## src/rtl/dense_seq_ctrl.sv

```systemverilog
// Dense-datapath sequencer: streams a vector through the line/filter buffers in
// chunks of up to 9 taps, fires the MAC per chunk and accumulates a saturated dot-product.
module dense_seq_ctrl #(
    parameter int DATA_W  = 16,
    parameter int ACC_W   = 32,
    parameter int LEN_W   = 16,
    parameter int MAC_LAT = 2
) (
    input  logic              clk,
    input  logic              rst,
    input  logic              start,
    input  logic [LEN_W-1:0]  cfg_vec_len,
    output logic              busy,
    input  logic              in_valid,
    output logic              in_ready,
    input  logic [DATA_W-1:0] in_data,
    input  logic [DATA_W-1:0] in_weight,
    output logic              line_buffer_reset,
    output logic              shifting_line,
    output logic              shifting_filter,
    output logic [DATA_W-1:0] line_data,
    output logic [DATA_W-1:0] filter_data,
    output logic [7:0]        dense_valid,
    output logic              mac_enable,
    input  logic [DATA_W-1:0] mac_result,
    output logic              result_valid,
    input  logic              result_ready,
    output logic [ACC_W-1:0]  result_data,
    output logic [2:0]        dbg_state
);
    // Handshakes: in_* and result_* transfer on a cycle where valid and ready are both high;
    // valid never depends on ready, and result_valid/result_data hold until accepted.

    typedef enum logic [2:0] {
        S_IDLE = 3'd0,
        S_CLR  = 3'd1,
        S_LOAD = 3'd2,
        S_FIRE = 3'd3,
        S_WAIT = 3'd4,
        S_ACC  = 3'd5,
        S_DONE = 3'd6
    } state_t;

    localparam int         WAIT_W    = (MAC_LAT < 1) ? 1 : $clog2(MAC_LAT + 1);
    localparam logic [3:0] MAX_CHUNK = 4'd9;
    localparam logic [ACC_W-1:0] ACC_MAX = {1'b0, {(ACC_W-1){1'b1}}};
    localparam logic [ACC_W-1:0] ACC_MIN = {1'b1, {(ACC_W-1){1'b0}}};

    state_t              state_q, state_d;
    logic [ACC_W-1:0]    acc_q, acc_d;
    logic [LEN_W-1:0]    remaining_q, remaining_d;
    logic [3:0]          chunk_q, chunk_d;
    logic [3:0]          tap_cnt_q, tap_cnt_d;
    logic [WAIT_W-1:0]   wait_cnt_q, wait_cnt_d;

    logic [3:0]          chunk_calc;
    logic [ACC_W:0]      sum_ext;
    logic [ACC_W-1:0]    acc_sat;

    assign chunk_calc = (remaining_q >= LEN_W'(MAX_CHUNK)) ? MAX_CHUNK : remaining_q[3:0];

    // One guard bit exposes signed overflow: the top two bits disagree only on wrap.
    always_comb begin
        sum_ext = {acc_q[ACC_W-1], acc_q}
                + {{(ACC_W + 1 - DATA_W){mac_result[DATA_W-1]}}, mac_result};
        if (sum_ext[ACC_W] != sum_ext[ACC_W-1]) begin
            acc_sat = sum_ext[ACC_W] ? ACC_MIN : ACC_MAX;
        end else begin
            acc_sat = sum_ext[ACC_W-1:0];
        end
    end

    always_ff @(posedge clk or posedge rst) begin
        if (rst) begin
            state_q     <= S_IDLE;
            acc_q       <= '0;
            remaining_q <= '0;
            chunk_q     <= '0;
            tap_cnt_q   <= '0;
            wait_cnt_q  <= '0;
        end else begin
            state_q     <= state_d;
            acc_q       <= acc_d;
            remaining_q <= remaining_d;
            chunk_q     <= chunk_d;
            tap_cnt_q   <= tap_cnt_d;
            wait_cnt_q  <= wait_cnt_d;
        end
    end

    always_comb begin
        state_d           = state_q;
        acc_d             = acc_q;
        remaining_d       = remaining_q;
        chunk_d           = chunk_q;
        tap_cnt_d         = tap_cnt_q;
        wait_cnt_d        = wait_cnt_q;
        busy              = 1'b1;
        in_ready          = 1'b0;
        line_buffer_reset = 1'b0;
        shifting_line     = 1'b0;
        shifting_filter   = 1'b0;
        dense_valid       = 8'd0;
        mac_enable        = 1'b0;
        result_valid      = 1'b0;

        case (state_q)
            S_IDLE: begin
                busy = 1'b0;
                if (start) begin
                    remaining_d = cfg_vec_len;
                    acc_d       = '0;
                    state_d     = (cfg_vec_len == '0) ? S_DONE : S_CLR;
                end
            end
            S_CLR: begin
                line_buffer_reset = 1'b1;
                tap_cnt_d         = '0;
                chunk_d           = chunk_calc;
                dense_valid       = {4'd0, chunk_calc};
                state_d           = S_LOAD;
            end
            S_LOAD: begin
                dense_valid = {4'd0, chunk_q};
                in_ready    = (tap_cnt_q < chunk_q);
                if (in_valid && in_ready) begin
                    shifting_line   = 1'b1;
                    shifting_filter = 1'b1;
                    tap_cnt_d       = tap_cnt_q + 4'd1;
                    if (tap_cnt_q + 4'd1 == chunk_q) begin
                        state_d = S_FIRE;
                    end
                end
            end
            S_FIRE: begin
                dense_valid = {4'd0, chunk_q};
                mac_enable  = 1'b1;
                wait_cnt_d  = WAIT_W'(MAC_LAT);
                state_d     = (MAC_LAT == 0) ? S_ACC : S_WAIT;
            end
            S_WAIT: begin
                dense_valid = {4'd0, chunk_q};
                wait_cnt_d  = wait_cnt_q - WAIT_W'(1);
                if (wait_cnt_q <= WAIT_W'(1)) begin
                    state_d = S_ACC;
                end
            end
            S_ACC: begin
                dense_valid = {4'd0, chunk_q};
                acc_d       = acc_sat;
                remaining_d = remaining_q - LEN_W'(chunk_q);
                state_d     = (remaining_d == '0) ? S_DONE : S_CLR;
            end
            S_DONE: begin
                result_valid = 1'b1;
                if (result_ready) begin
                    state_d = S_IDLE;
                end
            end
            default: begin
                state_d = S_IDLE;
            end
        endcase
    end

    assign line_data   = in_data;
    assign filter_data = in_weight;
    assign result_data = acc_q;
    assign dbg_state   = state_q;

endmodule
```

## config.mk

```make
export PLATFORM = sky130hd
export DESIGN_NAME = dense_seq_ctrl
export DESIGN_NICKNAME = d
export VERILOG_FILES = /design/src/rtl/dense_seq_ctrl.sv
export SDC_FILE = /design/constraint.sdc
export NUM_CORES = 1
export LEC_CHECK = 0
export ABC_AREA = 0
export BUFFER_PORTS_ARGS = -buffer_cell sky130_fd_sc_hd__buf_2
export CAP_MARGIN = 15
export CORE_MARGIN = 2
export CORE_UTILIZATION = 28
export DETAILED_ROUTE_END_ITERATION = 10
export PLACE_DENSITY_LB_ADDON = 0.12
export SYNTH_ARGS = -nofsm -noshare
export SYNTH_HDL_FRONTEND = slang
export SYNTH_SLANG_ARGS = --single-unit
```

## constraint.sdc

```tcl
create_clock -name clk -period 3.1 [get_ports clk]
set_input_delay 0.31 -clock clk [delete_from_list [all_inputs] [get_ports clk]]
set_output_delay 0.31 -clock clk [all_outputs]
set_load 0.02 [all_outputs]
```

==> flow_metrics.tcl, run 1 <==
set metrics [dict create \
    synthArstFlopShare 1.00 \
    diodes 0 \
    reg2reg_depth 11 \
    status "completed" \
    synth_edf_count 0 \
    power_density_nw_per_um2 873 \
    yosys.area.top_type "dfrtp_1" \
    setup_viol 0 \
    power.total_uw 5740 \
    antenna_found_initial 1 \
    endpoint_kind "register" \
    instances_no_fill 973 \
    fin_worst_skew_ns 0.00923 \
    timing.rr.end "result_data[18]" \
    ys_seq_elements 61 \
    tightest_slew_ns 0.552 \
    post-route-min-period_ns 2.97 \
    nets 847 \
    maxCapViolations 0 \
    first_pass_iters 5 \
    place_inst 949 \
    final-hold-violation-count 0 \
    cts_htree_levels 3 \
    ir_drop_uv 290 \
    clkTransAtPathRegs_ns 0.06 \
    layout_setup_ws_ns 0.130 \
    track_usage 0.153 \
    avgSynthCellArea_sq_um 8.38 \
    drc 0 \
    cts_hold_buf 0 \
    clkSinkCount 61 \
    fin_crit_sh 0.958 \
    cts_made_buffers 9 \
    area_delta_synth_final_pct 24.0 \
    drt_iter0_markers 303 \
    ant_nets 0 \
    start_util 0.284 \
    routabilityCongestion 0.825 \
    die_y_um 142 \
    rsz0062_at_grt "true" \
    hp-class "in2async" \
    clock_latency_ns 0.34 \
    yosys_warnings 0 \
    final_max_slew_viol_count 0 \
    syn-instance-count 633 \
    leakagePower_uw 0.00315 \
    crit_arrival_ns 3.19 \
    timing.fmax_mhz 337 \
    cp-start-kind "register" \
    fp-row-count 50 \
    synth_top_area_frac 0.288 \
    avgRoutedWirePerCell_um 15.9 \
    regToRegSetupSlack_ns 0.13 \
    grt_pass1_vias 4785 \
    cts_buffer_depth 2 \
    gr-total-overflow 0 \
    io_pins 151 \
    cp.required_ns 3.32 \
    ys_seq_area_frac 0.288 \
    grt_pass1_wl_mm 24.6 \
    yosysUniqueCellTypes 64 \
    dp.final_hpwl_mm 11.6 \
    yosys_most_used_dff "dfrtp_1" \
    worstPathMaxFanout 7 \
    portBuffers 82 \
    routed_wl_mm 15.5 \
    setup_tns_ns 0 \
    die_w_um 142 \
    critical_path_class "reg2reg" \
    die-area_sq_um 20100 \
    synthTopCellsByArea "dfrtp_1 29%, ha_1 9.9%, a221o_1 5.9%" \
    slew_headroom 0.627 \
    grt_max_degree 62 \
    drive_above_1_share 0.271 \
    via_per_inst 5.13 \
    cts_root_buf "clkbuf_16" \
    core_region_area_sq_um 18600 \
    place_worst_setup_slack_ns -0.0221 \
    r2r_start "result_data[5]" \
    holdWs_ns 0.0448 \
    synth_area_sq_um 5300 \
    dr_total_vias 4987 \
    cts_tree "done" \
]
layout by cell type (no fill, tap or decap), drive strengths merged, types with 3 or more instances in the layout:
cell    instances
nand4           5
xor2           16
mux2i           3
o21ai          42
a221o          31
nand3          16
a211oi          4
and2            6
dfrtp          61
buf           151
o22ai           9
ha             42
a21o            8
nor4           11
clkbuf         10
nor2b          10
inv            24
and3            7
or3             6
o21a            6
clkinv          3
o211ai          7
nor3            7
o41ai           4
nor2           54
nor3b           3
a31oi           4
a21oi          52
xnor2          24
or4             5
nand2b          6
conb            4
nand2          69
where the power goes:
group / switching [uW] / internal [uW]
logic: 1880 / 1480
clock network: 401 / 621
registers: 296 / 1060
cells by family (layout without fill, tap and decap cells):
logic type,Yosys count,after routing,share of synthesized area
simple gates,208,208,0.189
compound gates,188,188,0.250
buf+inv,88,191,0.0923
flops,61,61,0.288
fa+ha+maj,44,44,0.107
xor+xnor,40,40,0.0661
mux,3,3,0.00802
other cells,1,4,0.000707
metrics by stage:
step | instance area [sq um] | util
after floorplan | 5310 | -
after global placement | 6110 | 0.328
after detailed placement | 6110 | 0.328
after CTS | 6410 | 0.344
after global routing | 6580 | 0.353
final | 6580 | 0.353
cell type report:
type	instances	area (sq um)
clock buffer	10	229
timing repair buffer	151	971
sequential	61	1530
fill	1979	12100
clock inverter	6	63.8
tap	234	293
inverter	24	90.1
multi-input combinational	487	3400
worst max-delay path, stage by stage (launching register included):
cell,delay [ns]
dfrtp_1,0.39
ha_1,0.36
a21o_1,0.25
nor4_4,0.33
o41ai_4,0.09
buf_4,0.17
a221o_1,0.34
o21a_1,0.21
mux2i_4,0.19
nor2_4,0.07
buf_4,0.18
a221o_1,0.26
how the worst max path moves through the flow:
stage | startpoint | endpoint | slack [ns] | cells after the start
6_report | result_data[5] | result_data[18] | 0.13 | 11
3_3_place_gp | mac_result[0] | result_data[30] | 0.01 | 13
5_1_grt | result_data[3] | result_data[27] | -0.009 | 13
3_5_place_dp | mac_result[0] | result_data[16] | -0.02 | 13
2_1_floorplan | result_data[0] | result_data[30] | 0.16 | 12
4_1_cts | result_data[0] | result_data[19] | 0.002 | 12
flip-flops by register name, indices dropped and copies added, names as in the netlist:
register and flops:
tap_cnt_q 4, chunk_q 4, remaining_q 16, dbg_state 3, result_data 32, wait_cnt_q 2
cell usage after synthesis, types with 7 or more instances:
cell type	count
a21o_1	8
a21oi_1	51
a221o_1	31
and3_1	7
buf_4	37
clkbuf_1	21
dfrtp_1	61
ha_1	42
inv_1	24
nand2_1	69
nand3_1	16
nor2_1	53
nor2b_1	10
nor3_1	7
nor4_1	10
o21ai_0	35
o22ai_1	9
xnor2_1	24
xor2_1	16
timing repair:
action                     in CTS  in global routing
hold endpoints to repair        0                  0
setup endpoints to repair       1                 40
cloned                          0                  1
setup buffers                   0                  7
resized for setup               1                 24
pin swaps                       0                 12
routing by layer:
layer / track usage / vias up / wire length (um)
li1: - / 2476 / -
met1: 0.213 / 2385 / 7650
met2: 0.243 / 106 / 7020
met3: 0.0277 / 18 / 637
met4: 0.0468 / 2 / 170
met5: 0 / - / 13
No activity file was read; power rests on OpenSTA's default activity.
==> inputs of run 2 (changes only) <==
CTS_BUF_LIST = sky130_fd_sc_hd__clkbuf_8 sky130_fd_sc_hd__clkbuf_16   (was unset)
==> run 2 against run 1 <==
Routed wire length about the same. Clock power about the same. Setup slack worse by 0.00053 ns. Cell count unchanged. Critical endpoint unchanged. Largest cell class unchanged. Highest routed layer unchanged.
==> flow_metrics.tcl, run 2 (synthesis gave the netlist of run 1 again) <==
set metrics [dict create \
    sequentialPowerShare 0.237 \
    setup_viol 0 \
    final_max_slew_viol_count 0 \
    leakagePower_uw 0.00316 \
    ir_drop_uv 290 \
    place_inst 949 \
    cts_htree_levels 3 \
    crit_family "compound AO/OA/AOI/OAI gates" \
    dp.final_hpwl_mm 11.6 \
    fin_worst_skew_ns 0.00947 \
    ant_nets 0 \
    drt_iter0_markers 303 \
    routabilityCongestion 0.825 \
    die-area_sq_um 20100 \
    status "completed" \
    final-hold-violation-count 0 \
    start_util 0.284 \
    routed_wl_mm 15.5 \
    fp-row-count 50 \
    nets 847 \
    cp-start-kind "register" \
    core_region_area_sq_um 18600 \
    track_usage 0.153 \
    grt_pass1_wl_mm 24.6 \
    max_stage_delay_ns 0.39 \
    critical_path_class "reg2reg" \
    crit_arrival_ns 3.19 \
    io_pins 151 \
    dr_total_vias 4990 \
    drc 0 \
    cts_tree "done" \
    power.total_uw 5740 \
    slew_headroom 0.627 \
    final_util 0.353 \
    via_per_inst 5.13 \
    swShare 0.449 \
    cts_hold_buf 0 \
    clkPwrFrac 0.177 \
    final_common_cell "buf_2" \
    first_pass_iters 5 \
    avgRoutedWirePerCell_um 15.9 \
    timing.fmax_mhz 337 \
    cp.required_ns 3.32 \
    largest_reg_flops 32 \
    gr-total-overflow 0 \
    grt_pass1_vias 4785 \
    clock_latency_ns 0.34 \
    worstPathMaxFanout 7 \
    cts_made_buffers 9 \
    die_w_um 142 \
    maxCapViolations 0 \
    cts_buffer_depth 2 \
    diodes 0 \
    instances_no_fill 973 \
    intPower_uw 3160 \
    area_delta_synth_final_pct 24.0 \
    rsz0062_at_grt "true" \
    endpoint_kind "register" \
    post-route-min-period_ns 2.97 \
    hp-class "in2async" \
    die_y_um 142 \
    grt_max_degree 62 \
    tightest_slew_ns 0.552 \
    clkSinkCount 61 \
    p_comb_frac 0.586 \
    clkTransAtPathRegs_ns 0.06 \
    cts_root_buf "clkbuf_16" \
    antenna_found_initial 1 \
    setup_tns_ns 0 \
    power_density_nw_per_um2 872 \
    final_cell_mix "81 x buf_2, 69 x nand2_1, 65 x buf_4, 59 x dfrtp_1" \
    fin_crit_sh 0.958 \
    drive_above_1_share 0.271 \
    slowest_stage "dfrtp_1" \
    portBuffers 82 \
    p_sw_uw 2580 \
    path_cells "ha_1 -> a21o_1 -> nor4_4 -> o41ai_4 -> buf_4 -> a221o_1 -> o21a_1 -> mux2i_4 -> nor2_4 -> buf_4 -> a221o_1" \
    worst-path-buf-inv 2 \
]
-- run 2: cell count changes in the layout (fill, tap and decap cells not counted) --
cell      previous run  this run
inv_1               23        24
clkbuf_1             1         0
-- run 2: what timing repair did --
| item | CTS | global route |
|---|---|---|
| gates cloned | 0 | 1 |
| setup buffers | 0 | 7 |
| pin swaps | 0 | 12 |
| gates resized for setup | 1 | 24 |
| setup endpoints to repair | 1 | 40 |
-- run 2: final cells by class --
class                           instances  area [sq um]
Sequential cell                        61          1530
Fill cell                            1979         12100
Clock inverter                          7          67.6
Clock buffer                            9           225
Tap cell                              234           293
Multi-Input combinational cell        487          3400
Timing Repair Buffer                  151           971
Inverter                               24          90.1
-- run 2: worst paths after layout --
path	from	end	slack, ns	depth (start not counted)
worst min register to register	result_data[5]	result_data[5]	0.54	1
min in group clk	cfg_vec_len[2]	remaining_q[2]	0.24	3
worst max-delay path	result_data[5]	result_data[18]	0.13	11
worst min-delay path	rst	result_data[8]	0.05	3
max in group asynchronous	rst	remaining_q[8]	2.73	3
worst max register to register	result_data[5]	result_data[18]	0.13	11
-- run 2: power by group through the flow --
| stage | Sequential [uW] | Combinational, uW | Clock, uW |
|---|---|---|---|
| 2_1_floorplan | 1430 | 2160 | 0 |
| 3_3_place_gp | 1350 | 3230 | 0 |
| 3_5_place_dp | 1360 | 3240 | 0 |
| 4_1_cts | 1350 | 3260 | 1050 |
| 5_1_grt | 1400 | 3730 | 1080 |
| 6_report | 1360 | 3360 | 1020 |
-- run 2: tightest hold or removal path: cells and delay by family --
| family | cells | cell delay (ns) |
|---|---|---|
| buffers and inverters | 3 | 0.47 |
-- run 2: routing by layer --
| metal | routed length [um] | GRT usage | vias up |
|---|---|---|---|
| met1 | 7650 | 0.213 | 2385 |
| met2 | 6990 | 0.243 | 109 |
| met4 | 187 | 0.0468 | 2 |
| li1 | - | - | 2476 |
| met5 | 13 | 0 | - |
| met3 | 640 | 0.0277 | 18 |
-- run 2: metrics by stage --
stage | cell area, sq um | worst slack, ns | hold slack, ns
2_1_floorplan | 5310 | 0.162 | 0.443
3_5_place_dp | 6110 | -0.0221 | 0.420
4_1_cts | 6410 | 0.00200 | 0.0601
5_1_grt | 6580 | -0.00878 | 0.0807
3_3_place_gp | 6110 | 0.00987 | 0.420
6_report | 6580 | 0.130 | 0.0461
